File: config.mk
export PLATFORM = sky130hd
export DESIGN_NAME = bf_fetch_decode
export DESIGN_NICKNAME = d
export VERILOG_FILES = /design/src/rtl/bf_fetch_decode.sv
export SDC_FILE = /design/constraint.sdc
export NUM_CORES = 1
export LEC_CHECK = 0
export CAP_MARGIN = 0
export CORE_MARGIN = 2
export CORE_UTILIZATION = 56
export CTS_BUF_LIST = sky130_fd_sc_hd__clkbuf_8
export DETAILED_ROUTE_END_ITERATION = 6
export GPL_ROUTABILITY_DRIVEN = 0
export GPL_TIMING_DRIVEN = 0
export PLACE_DENSITY = 0.82
export SLEW_MARGIN = 40
export SYNTH_ARGS = -nofsm -noshare
export SYNTH_HDL_FRONTEND = slang
export SYNTH_SLANG_ARGS = --single-unit
File: constraint.sdc
create_clock -name sys_clk -period 4.3 [get_ports sys_clk]
set_input_delay 0.43 -clock sys_clk [delete_from_list [all_inputs] [get_ports sys_clk]]
set_output_delay 0.43 -clock sys_clk [all_outputs]
set_load 0.1 [all_outputs]
File: src/rtl/bf_fetch_decode.sv
//------------------------------------------------------------------------------
// Module   : bf_fetch_decode
// Brief    : Brainfuck fetch/decode stage: PC accept, sync ROM read, ASCII
//            decode, credit-controlled output FIFO, sticky HALT, flush.
//            Optional macro BF_SKIP_COMMENTS_EN drops NOP bytes before the FIFO.
// Revision : 1.0 - initial release
//------------------------------------------------------------------------------
`timescale 1ns/1ps
`default_nettype none

module bf_fetch_decode #(
  parameter int DEPTH = 4,
  parameter int AW    = 9
) (
  input  logic          sys_clk,
  input  logic          rst,
  input  logic [AW-1:0] pc_in,
  input  logic          pc_valid,
  output logic          pc_ready,
  output logic [AW-1:0] imem_addr,
  output logic          imem_rd,
  input  logic [7:0]    imem_data,
  input  logic          flush,
  output logic [3:0]    op,
  output logic [AW-1:0] op_pc,
  output logic          op_valid,
  input  logic          op_ready,
  output logic          halted
);

  localparam int PW = $clog2(DEPTH);
  localparam int CW = $clog2(DEPTH + 1);

  localparam logic [0:0]    RUN      = 1'b0;
  localparam logic [0:0]    HALTED   = 1'b1;
  localparam logic [3:0]    OP_NOP   = 4'd0;
  localparam logic [3:0]    OP_HALT  = 4'd9;
  localparam logic [CW:0]   DEPTH_LIM = (CW + 1)'(DEPTH);
  localparam logic [PW-1:0] LAST_PTR  = PW'(DEPTH - 1);

  logic [0:0]    state;
  logic          s1_valid;
  logic [AW-1:0] s1_pc;
  logic [3:0]    mem_op [DEPTH];
  logic [AW-1:0] mem_pc [DEPTH];
  logic [PW-1:0] wr_ptr;
  logic [PW-1:0] rd_ptr;
  logic [CW-1:0] count;

  logic [3:0]    dec_op;
  logic [CW:0]   occupancy;
  logic          accept;
  logic          push;
  logic          pop;

  always_comb begin
    dec_op = OP_NOP;
    case (imem_data)
      8'h3E:   dec_op = 4'd1;
      8'h3C:   dec_op = 4'd2;
      8'h2B:   dec_op = 4'd3;
      8'h2D:   dec_op = 4'd4;
      8'h2E:   dec_op = 4'd5;
      8'h2C:   dec_op = 4'd6;
      8'h5B:   dec_op = 4'd7;
      8'h5D:   dec_op = 4'd8;
      8'h00:   dec_op = OP_HALT;
      default: dec_op = OP_NOP;
    endcase
  end

  // Credit counts the op still sitting in s1 so the FIFO can never overflow.
  assign occupancy = {1'b0, count} + {{CW{1'b0}}, s1_valid};
  assign pc_ready  = (state == RUN) && !flush && (occupancy < DEPTH_LIM);
  assign accept    = pc_valid && pc_ready;
  assign imem_addr = pc_in;
  assign imem_rd   = accept && !rst;

`ifdef BF_SKIP_COMMENTS_EN
  assign push = s1_valid && !flush && (dec_op != OP_NOP);
`else
  assign push = s1_valid && !flush;
`endif

  assign op_valid = (count != '0) && !flush;
  assign pop      = op_valid && op_ready;
  assign op       = mem_op[rd_ptr];
  assign op_pc    = mem_pc[rd_ptr];
  assign halted   = (state == HALTED);

  function automatic logic [PW-1:0] next_ptr(input logic [PW-1:0] p);
    next_ptr = (p == LAST_PTR) ? '0 : p + 1'b1;
  endfunction

  always_ff @(posedge sys_clk or posedge rst) begin
    if (rst) begin
      state    <= RUN;
      s1_valid <= 1'b0;
      s1_pc    <= '0;
      wr_ptr   <= '0;
      rd_ptr   <= '0;
      count    <= '0;
    end else if (flush) begin
      state    <= RUN;
      s1_valid <= 1'b0;
      wr_ptr   <= '0;
      rd_ptr   <= '0;
      count    <= '0;
    end else begin
      s1_valid <= accept;
      if (accept) s1_pc <= pc_in;
      if (push && (dec_op == OP_HALT)) state <= HALTED;
      if (push) wr_ptr <= next_ptr(wr_ptr);
      if (pop)  rd_ptr <= next_ptr(rd_ptr);
      case ({push, pop})
        2'b10:   count <= count + 1'b1;
        2'b01:   count <= count - 1'b1;
        default: count <= count;
      endcase
    end
  end

  always_ff @(posedge sys_clk or posedge rst) begin
    if (rst) begin
      for (int i = 0; i < DEPTH; i++) begin
        mem_op[i] <= '0;
        mem_pc[i] <= '0;
      end
    end else if (push) begin
      mem_op[wr_ptr] <= dec_op;
      mem_pc[wr_ptr] <= s1_pc;
    end
  end

endmodule

`default_nettype wire

==> results by group <==
GRT
  • Vias in the first global route: 2168
  • Antenna violations before repair: 0
  • First-pass GRT wire length: 10500 µm
  • Met1 Usage GRT: 29.0%
  • Largest net degree at the start of global routing: 64
  • Met3 usage: 4.78%
  • Grt peak-use layer: met2
  • GRT Total Usage: 21.3%
  • Total global routing overflow: 0
  • Grt met2 use: 33.1%

CTS
  • Register clock-pin slew on the reported worst setup and hold paths: 0.07 ns
  • Clock Tree Buf Depth: 2
  • Post-cts resize count: 0
  • Cts bufs inserted: 9
  • # H-tree levels: 3
  • CTS sink count: 70
  • Worst skew pair latency: 0.35 ns
  • TritonCTS clock tree: built
  • CTS root buffer: clkbuf_8
  • CTS Hold Bufs: 0
  • Postcts setup bufs: 0

Pwr
  • Leak Pwr: 1.95 nW
  • Pwr dens: 614 mW/mm²
  • Sw Pwr: 1.05 mW
  • Clock share of power: 22.8%
  • Sw Ratio: 41.7%
  • Comb power frac: 40.8%
  • Cell internal pwr: 1.47 mW
  • Max VDD drop: 0.545 mV
  • Reg power frac: 36.4%

Synthesis
  • Post-Syn Area: 0.00342 mm²
  • Number of synthesized flops with an enable pin: 0
  • Synth Flop Type: dfrtp_1
  • Sequential area share after synthesis: 51.3%
  • Post-Synth XOR/XNOR Area: 0.256%
  • Multiplexer area fraction after synthesis: 25.7%
  • Adder-cell share of the synthesized area: 2.42%
  • Synth Area in Compound Gates: 5.20%
  • Syn avg cell area: 13.8 µm²
  • Largest family of logic cells by synthesized area: multiplexers
  • #FFs+latches synth: 70
  • YS warnings: 0
  • Mapped Cells: 248
  • Mapped Nets: 276
  • Simple-Gate Fraction of Synth Area: 9.67%
  • Async S/R FF share, synth: 100%
  • Netlist cell types: 42

Worst setup path
  • CP required: 3.87 ns
  • WS Path Type: reg2out
  • Max FO, Critical Path: 10
  • Reg2reg path depth: 5
  • Crit path capture type: primary output
  • CP cell instances: clkbuf_1 -> mux4_2 -> buf_2
  • Slowest-stage cell, CP: clkbuf_1
  • Arr. time, crit path: 2.25 ns
  • CP startpoint kind: flip-flop
  • Max incr delay on CP: 0.63 ns

Floorplanning
  • Die H: 82.1 µm
  • I/O pin total: 48
  • Core Region: 0.00592 mm²
  • DIE AREA: 0.00674 mm²
  • Rows: 28
  • Die W: 82.1 µm
  • Initial Util: 57.7%

Layout
  • Fin nets: 335
  • Layout cells sized above 1: 41.0%
  • Util after Layout: 69.2%
  • Ant diodes: 0
  • Area grow syn2layout: 20.0%

Timing
  • Unrepaired setup endpoints after global routing: no
  • Worst slew margin relative to its limit: 48.2%
  • F_max: 0.373 GHz
  • Min Tclk post-route: 2.68 ns
  • Final setup fails: 0
  • Final worst-path cycle share: 62.3%
  • Pins Over Slew Limit: 0
  • Sum Neg Setup Slack: 0 ns
  • Hold Vio Cnt, Final: 0
  • Clk_skew: 0.0106 ns
  • Slew @ Worst Pin: 0.777 ns

Routing
  • Routed len/inst: 16.1 µm
  • Final WL: 6230 µm
  • Initial DRC count: 115
  • DRT antenna net count: 0
  • Routed vias/inst: 5.57
  • Drt pass-1 iters: 4
  • Vias: 2155
  • Detailed-route DRC error count: 0

Place
  • Dpl hpwl: 4230 µm
  • PortBufs: 47

Run
  • Max_cap viols: 0

Hold path
  • Type of the worst min-delay path: in2async

Status
  • Status: complete, no violations
[path summary, 6_finish.rpt]
path,startpoint,end,slack (ns)
setup / recovery,rd_ptr[1]$_DFFE_PP0P_,op_pc[1],1.62
hold / removal,rst,mem_pc[12]$_DFFE_PP0P_,0.37
setup reg to reg,count[2]$_DFFE_PP0P_,count[2]$_DFFE_PP0P_,2.11
hold reg to reg,mem_op[3]$_DFFE_PP0P_,mem_op[3]$_DFFE_PP0P_,0.48
max in group asynchronous,rst,mem_op[2]$_DFFE_PP0P_,3.43
min in group sys_clk,mem_op[3]$_DFFE_PP0P_,mem_op[3]$_DFFE_PP0P_,0.48
[synth_stat cells (all sizes together) (2+ instances only)]
cell,number,area share [%]
nor3,4,0.73
inv,6,0.66
nor2,13,1.4
clkbuf,2,0.22
mux2i,5,1.5
dfrtp,70,51
nand2,23,3.5
mux2,45,16
ha,5,1.8
nand2b,2,0.37
o21ai,17,2.5
and2,2,0.37
buf,18,4.6
nand4bb,2,0.66
mux4,13,8.6
[state kept, by name, summed over array words and instances (netlist names)]
| register | flops |
|---|---|
| rd_ptr | 2 |
| halted | 1 |
| mem_pc | 36 |
| wr_ptr | 2 |
| count | 3 |
| mem_op | 16 |
| s1_valid | 1 |
| s1_pc | 9 |
[stage by stage]
step                      power (mW)  hold slack [ns]  worst slack [ns]  cells  instance area, µm²
after floorplan                 1.80            0.444             0.256    248                3420
after global placement          2.00            0.457             0.949    370                3980
after detailed placement        1.96            0.465              1.62    371                3880
after CTS                       2.54            0.360              1.62    387                4100
after global routing            2.62            0.385              1.51    387                4100
final                           2.52            0.370              1.62    387                4100
[power groups by stage]
stage	sequential (mW)	combinational [mW]	clock (mW)
after floorplan	0.891	0.908	0
after global placement	0.920	1.08	0
after detailed placement	0.929	1.03	0
after CTS	0.916	1.04	0.586
after global routing	0.940	1.07	0.613
final	0.916	1.03	0.574
[critical path: cells and delay by family (launching register included)]
kind | cells | cell delay [ns]
flip-flops | 1 | 0.49
multiplexers | 1 | 0.35
buffers and inverters | 2 | 1.06
[layer usage]
metal	wire (µm)	share of wire, %	vias up
li1	-	-	1005
met1	2870	46	1084
met4	122	2.0	0
met3	255	4.1	11
met2	2980	48	55
met5	0	0	-
[cell families after synthesis]
| kind of cell | Yosys count |
|---|---|
| fa+ha+maj | 6 |
| flops | 70 |
| simple gates | 55 |
| xor+xnor | 1 |
| mux | 63 |
| compound gates | 27 |
| buf+inv | 26 |
[placed cells by master (no fill, tap or decap), types with 2 or more instances in the layout]
cell              n
nand2_1          18
mux2_4            8
nand2_4           4
buf_2            28
mux2i_1           5
clkbuf_1          2
nand4bb_1         2
buf_6             7
dfrtp_1          70
nor3_1            3
clkinv_2          2
ha_1              5
bufinv_16         2
mux4_2           13
mux2_2           37
inv_1             7
clkbuf_8         10
o21ai_0          17
nand2b_1          2
clkdlybuf4s50_1  21
and2_1            2
buf_4             9
nor2_1           13
[cell type report]
class,instances,area [µm²]
repair buffers,48,368
well taps,75,93.8
inverters,6,27.5
plain buffers,20,164
clock inverters,6,77.6
fillers,405,1820
multi-input cells,152,1480
flip-flops and latches,70,1750
clock buffers,10,138
Power figures use the tool's default switching activity.
